[config.mk]
export PLATFORM = sky130hd
export DESIGN_NAME = m_rx_frame_flat
export DESIGN_NICKNAME = d
export VERILOG_FILES = /design/src/rtl/m_rx_frame_if.sv /design/src/rtl/m_rx_frame.sv /design/src/flat_wrapper.sv
export SDC_FILE = /design/constraint.sdc
export NUM_CORES = 1
export LEC_CHECK = 0
export CAP_MARGIN = 20
export CORE_MARGIN = 8
export CORE_UTILIZATION = 62
export DETAILED_ROUTE_END_ITERATION = 7
export PLACE_DENSITY = 0.81
export SYNTH_ARGS = -nofsm -noshare
export SYNTH_HDL_FRONTEND = slang
export SYNTH_SLANG_ARGS = --single-unit
[constraint.sdc]
create_clock -name i_clk -period 3.4 [get_ports i_clk]
set_clock_uncertainty 0.05 [all_clocks]
set_input_delay 0.68 -clock i_clk [delete_from_list [all_inputs] [get_ports i_clk]]
set_output_delay 0.68 -clock i_clk [all_outputs]
set_load 0.01 [all_outputs]
[src/rtl/m_rx_frame_if.sv]
// Byte-in / payload-and-status-out bundle between the UART receiver, the frame
// parser and the application.
interface m_rx_frame_if;
  logic       i_rx_en;
  logic [7:0] i_rx_data;
  logic       o_pl_valid;
  logic [7:0] o_pl_data;
  logic [7:0] o_pl_index;
  logic       o_frame_ok;
  logic       o_frame_err;
  logic [1:0] o_err_code;
  logic       o_busy;

  modport master (
    output i_rx_en, i_rx_data,
    input  o_pl_valid, o_pl_data, o_pl_index, o_frame_ok, o_frame_err,
           o_err_code, o_busy
  );

  modport slave (
    input  i_rx_en, i_rx_data,
    output o_pl_valid, o_pl_data, o_pl_index, o_frame_ok, o_frame_err,
           o_err_code, o_busy
  );
endinterface

[src/rtl/m_rx_frame.sv]
// Receive frame parser: 55 AA header, length, payload and 8-bit additive checksum,
// with an inter-byte timeout. Payload is streamed before the checksum is known.
module m_rx_frame #(
  parameter int MAX_LEN        = 16,
  parameter int TIMEOUT_CYCLES = 100000
) (
  input  logic          i_clk,
  input  logic          i_rst_n,
  m_rx_frame_if.slave   bus
);

  typedef enum logic [2:0] {IDLE, HDR2, LEN, PAYLOAD, CSUM} state_t;

  localparam int             TW      = $clog2(TIMEOUT_CYCLES + 1);
  localparam logic [TW-1:0]  TO_LAST = TW'(TIMEOUT_CYCLES - 1);
  localparam logic [7:0]     MAXL    = 8'(MAX_LEN);

  state_t        state_q, state_d;
  logic [7:0]    len_q, len_d;
  logic [7:0]    acc_q, acc_d;
  logic [7:0]    cnt_q, cnt_d;
  logic [TW-1:0] to_q, to_d;
  logic          pl_valid_q, pl_valid_d;
  logic [7:0]    pl_data_q, pl_data_d;
  logic [7:0]    pl_index_q, pl_index_d;
  logic          ok_q, ok_d;
  logic          err_q, err_d;
  logic [1:0]    code_q, code_d;
  logic          timeout;

  always_ff @(posedge i_clk or negedge i_rst_n) begin
    if (!i_rst_n) begin
      state_q    <= IDLE;
      len_q      <= '0;
      acc_q      <= '0;
      cnt_q      <= '0;
      to_q       <= '0;
      pl_valid_q <= 1'b0;
      pl_data_q  <= '0;
      pl_index_q <= '0;
      ok_q       <= 1'b0;
      err_q      <= 1'b0;
      code_q     <= '0;
    end else begin
      state_q    <= state_d;
      len_q      <= len_d;
      acc_q      <= acc_d;
      cnt_q      <= cnt_d;
      to_q       <= to_d;
      pl_valid_q <= pl_valid_d;
      pl_data_q  <= pl_data_d;
      pl_index_q <= pl_index_d;
      ok_q       <= ok_d;
      err_q      <= err_d;
      code_q     <= code_d;
    end
  end

  always_comb begin
    state_d    = state_q;
    len_d      = len_q;
    acc_d      = acc_q;
    cnt_d      = cnt_q;
    pl_valid_d = 1'b0;
    pl_data_d  = pl_data_q;
    pl_index_d = pl_index_q;
    ok_d       = 1'b0;
    err_d      = 1'b0;
    code_d     = code_q;

    // A byte in the same cycle always wins over the timeout.
    timeout = (state_q != IDLE) && !bus.i_rx_en && (to_q == TO_LAST);

    if (bus.i_rx_en) begin
      case (state_q)
        IDLE: if (bus.i_rx_data == 8'h55) state_d = HDR2;
        HDR2: begin
          if (bus.i_rx_data == 8'hAA)      state_d = LEN;
          else if (bus.i_rx_data != 8'h55) state_d = IDLE;
        end
        LEN: begin
          if (bus.i_rx_data == 8'd0 || bus.i_rx_data > MAXL) begin
            state_d = IDLE;
            err_d   = 1'b1;
            code_d  = 2'd1;
          end else begin
            len_d   = bus.i_rx_data;
            acc_d   = bus.i_rx_data;
            cnt_d   = '0;
            state_d = PAYLOAD;
          end
        end
        PAYLOAD: begin
          pl_valid_d = 1'b1;
          pl_data_d  = bus.i_rx_data;
          pl_index_d = cnt_q;
          acc_d      = acc_q + bus.i_rx_data;
          cnt_d      = cnt_q + 8'd1;
          if (cnt_q == len_q - 8'd1) state_d = CSUM;
        end
        CSUM: begin
          state_d = IDLE;
          if (bus.i_rx_data == acc_q) begin
            ok_d = 1'b1;
          end else begin
            err_d  = 1'b1;
            code_d = 2'd2;
          end
        end
        default: state_d = IDLE;
      endcase
    end else if (timeout) begin
      state_d = IDLE;
      err_d   = 1'b1;
      code_d  = 2'd3;
    end

    to_d = (state_d == IDLE || bus.i_rx_en) ? '0 : to_q + 1'b1;
  end

  assign bus.o_pl_valid  = pl_valid_q;
  assign bus.o_pl_data   = pl_data_q;
  assign bus.o_pl_index  = pl_index_q;
  assign bus.o_frame_ok  = ok_q;
  assign bus.o_frame_err = err_q;
  assign bus.o_err_code  = code_q;
  assign bus.o_busy      = (state_q != IDLE);

endmodule

[src/flat_wrapper.sv]
// flat-port wrapper written by rule: the top's interface ports become plain ports
module m_rx_frame_flat 
#(
  parameter int MAX_LEN        = 16,
  parameter int TIMEOUT_CYCLES = 100000
)
  (i_clk, i_rst_n, bus_i_rx_en, bus_i_rx_data, bus_o_pl_valid, bus_o_pl_data, bus_o_pl_index, bus_o_frame_ok, bus_o_frame_err, bus_o_err_code, bus_o_busy);
  m_rx_frame_if bus_i ();
  input  logic i_clk;
  input  logic i_rst_n;
  input wire logic [$bits(bus_i.i_rx_en)-1:0] bus_i_rx_en;
  input wire logic [$bits(bus_i.i_rx_data)-1:0] bus_i_rx_data;
  output wire logic [$bits(bus_i.o_pl_valid)-1:0] bus_o_pl_valid;
  output wire logic [$bits(bus_i.o_pl_data)-1:0] bus_o_pl_data;
  output wire logic [$bits(bus_i.o_pl_index)-1:0] bus_o_pl_index;
  output wire logic [$bits(bus_i.o_frame_ok)-1:0] bus_o_frame_ok;
  output wire logic [$bits(bus_i.o_frame_err)-1:0] bus_o_frame_err;
  output wire logic [$bits(bus_i.o_err_code)-1:0] bus_o_err_code;
  output wire logic [$bits(bus_i.o_busy)-1:0] bus_o_busy;
  assign bus_i.i_rx_en = bus_i_rx_en;
  assign bus_i.i_rx_data = bus_i_rx_data;
  assign bus_o_pl_valid = bus_i.o_pl_valid;
  assign bus_o_pl_data = bus_i.o_pl_data;
  assign bus_o_pl_index = bus_i.o_pl_index;
  assign bus_o_frame_ok = bus_i.o_frame_ok;
  assign bus_o_frame_err = bus_i.o_frame_err;
  assign bus_o_err_code = bus_i.o_err_code;
  assign bus_o_busy = bus_i.o_busy;
  m_rx_frame #(.MAX_LEN(MAX_LEN), .TIMEOUT_CYCLES(TIMEOUT_CYCLES)) u_core (.i_clk(i_clk), .i_rst_n(i_rst_n), .bus(bus_i));
endmodule
==> metrics.txt <==
status=finished, final reports clean; Final Cycle Share=0.827; CTS H-tree lvls=3; arrival time of the worst setup path=3010 ps; RR Startpoint=u_core.len_q[0]$_DFFE_PN0P_; FF-to-FF End=u_core.state_q[1]$_DFF_PN0_; grt ovf=0; max_cap viols=0; Area Growth Syn to Fin=18.0%; port bufs=32; deepest clock path buffer count=2; TritonCTS buffer count=9; prevailing post-synth register cell=dfrtp_1; DRT iter0 DRCs=147; Post-CTS Resized=0; clock latency on the worst-skew pair=about 340 ps; crit-path max FO=5; Util after Layout=0.751; Starting Density=0.636; Die Ht=~90 µm; Achievable Freq=0.356 GHz; Final HPWL DP=5360 µm; postcts setup bufs=0; Cell Chain, Critical Path=clkdlybuf4s50_1 -> ha_1 -> a21o_1 -> a211oi_1 -> o21a_1 -> nor3_1 -> or4b_2 -> o211ai_1; Root Driver=clkbuf_8; startpoint types=primary input; layout cells sized above 1=0.0938; share of the synthesized area in the top cell type=0.470; maximum vdd drop=0.282 mV; Avg Cell Area, Syn=between 9 and 10 µm²; Non-Filler Instances=~500; die width=90.7 µm; Routability Congestion=a little under 0.9; Slew HR=0.463; Final Hold Vio Count=0; first-pass GRT wire length=~13000 µm; Seq/Total Area, Yosys=0.470; number of global-route vias before repair=2724; die area=8230 µm²; Via Count=2772; ant diodes=0; CP Data Required Time=3600 ps; fin. max-slew vios=0; launch point of the worst path=bus_i_rx_data[1]; placeable core area=5440 µm²; R2R Setup Slk=about 980 ps; setup_tns=0 ps; post-synth top area cell=dfrtp_1; Tightest Hold Check Type=reg -> reg; GRT Total Usage=0.193; DRT Wirelength=roughly 7700 µm; DP Cell Count=472; initial antenna violation count=0; Setup Viol. Count Final=0; hold_buf cts=0; most common cell in the synthesized netlist=nand2_1; Post-synth EDFFs=0; register bit total from synthesis=65; Fill cells=394; CTS sink cnt=65; Pwr Density=374 nW/µm²; post-route ant nets=0; Syn. warnings=0; top cells by count, synth=nand2_1, dfrtp_1, nor2_1; Setup CP Type=in -> reg; Synth Net Count=393; largest net degree at the start of global routing=66; Async SR Flop Fraction=1.00; Rows=27; Synth Cell Area=approximately 3500 µm²; synth top area cells=dfrtp_1, nand2_1, xor2_1; Worst Setup EP=u_core.acc_q[7]$_DFFE_PN0P_; unrepaired setup endpoints after global routing=no; Period minus WS final=~2800 ps; CTS clk-pin slew, worst paths=70 ps; Synth Instances=371; Worst setup EP type=flip-flop; CP max stage delay=600 ps; WL/cell=15.7 µm; IO Count=33; Synth cell types=51; CTS tree=built; DR vias/cell=roughly 5.7; slowest CP cell=or4b_2; R2R cell count=7; TritonRoute pass-1 iters=4; # nets final=433; Leakage=1.85 nW; Worst-Margin Slew=just over 800 ps; residual DRC count=0
[per-stage QoR]
stage	hold WS, ps	worst slack (ps)	cell area (µm²)	total power, mW
floorplan	334	941	3460	0.820
detailed placement	412	300	3880	0.868
global route	458	432	4080	1.59
CTS	430	621	4080	1.54
global placement	409	360	3880	0.866
finish	426	590	4080	1.53
[layout make-up]
class	count	area, µm²	share of cell area
Clock inverter	4	51.3	0.0126
Inverter	11	41.3	0.0101
Tap cell	72	90.1	0.0221
Timing Repair Buffer	42	390	0.0956
Sequential cell	65	1630	0.398
Clock buffer	12	155	0.0380
Multi-Input combinational cell	282	1730	0.423
[metal layers]
layer | track usage | part of all wire
met1 | 0.254 | 0.48
met2 | 0.298 | 0.45
met5 | 0 | 0
met4 | 0.0666 | 0.013
met3 | 0.0515 | 0.053
[power breakdown]
part	total, mW	switching (mW)	leakage (nW)	internal, mW
sequential	0.776	0.00116	0.888	0.775
clock	0.675	0.296	0.103	0.379
combinational	0.0771	0.0466	0.857	0.0305
[cell usage in the layout, fill, tap and decap left out, types with 6 or more instances in the layout]
master            n
nand2_1          68
dfrtp_1          65
nor2_1           38
clkdlybuf4s50_1  31
o21ai_0          26
xor2_1           18
nand3_1          14
inv_1            11
xnor2_1          11
clkbuf_8         11
ha_1             10
buf_4            10
nor3_1            9
nor4_1            9
nand4_1           6
a21oi_1           6
[worst min path at each step]
stage | from | end | slack, ps | cells after the start
floorplan | i_rst_n | u_core.acc_q[0]$_DFFE_PN0P_ | 330 | 0
global placement | u_core.bus.o_pl_data[2]$_DFFE_PN0P_ | u_core.bus.o_pl_data[2]$_DFFE_PN0P_ | 410 | 2
detailed placement | u_core.bus.o_pl_data[3]$_DFFE_PN0P_ | u_core.bus.o_pl_data[3]$_DFFE_PN0P_ | 410 | 2
CTS | u_core.bus.o_pl_index[4]$_DFFE_PN0P_ | u_core.bus.o_pl_index[4]$_DFFE_PN0P_ | 430 | 2
global route | u_core.bus.o_pl_index[1]$_DFFE_PN0P_ | u_core.bus.o_pl_index[1]$_DFFE_PN0P_ | 460 | 2
finish | u_core.bus.o_pl_data[3]$_DFFE_PN0P_ | u_core.bus.o_pl_data[3]$_DFFE_PN0P_ | 430 | 2
[cell families (layout without fill, tap and decap cells)]
group           count (synthesis)  in the layout  share of synthesized area
compound gates                 56             56                      0.104
xor+xnor                       30             30                     0.0781
fa+ha+maj                      11             11                     0.0420
buf+inv                        24             69                     0.0300
flops                          65             65                      0.470
mux                             8              8                     0.0297
simple gates                  177            177                      0.246
[registers in the layout, summed over array words and instances (netlist names)]
register,flops
u_core.bus.o_pl_data,8
u_core.bus.o_frame_err,1
u_core.bus.o_pl_valid,1
u_core.to_q,17
u_core.state_q,3
u_core.len_q,8
u_core.acc_q,8
u_core.cnt_q,8
u_core.bus.o_frame_ok,1
u_core.bus.o_pl_index,8
u_core.bus.o_err_code,2
[worst max-delay path, delay by kind of cell]
| family | cells | cell delay (ps) |
|---|---|---|
| buf+inv | 1 | 490 |
| fa+ha+maj | 1 | 370 |
| compound gates | 4 | 820 |
| simple gates | 2 | 660 |
No activity file was read; power rests on OpenSTA's default activity.
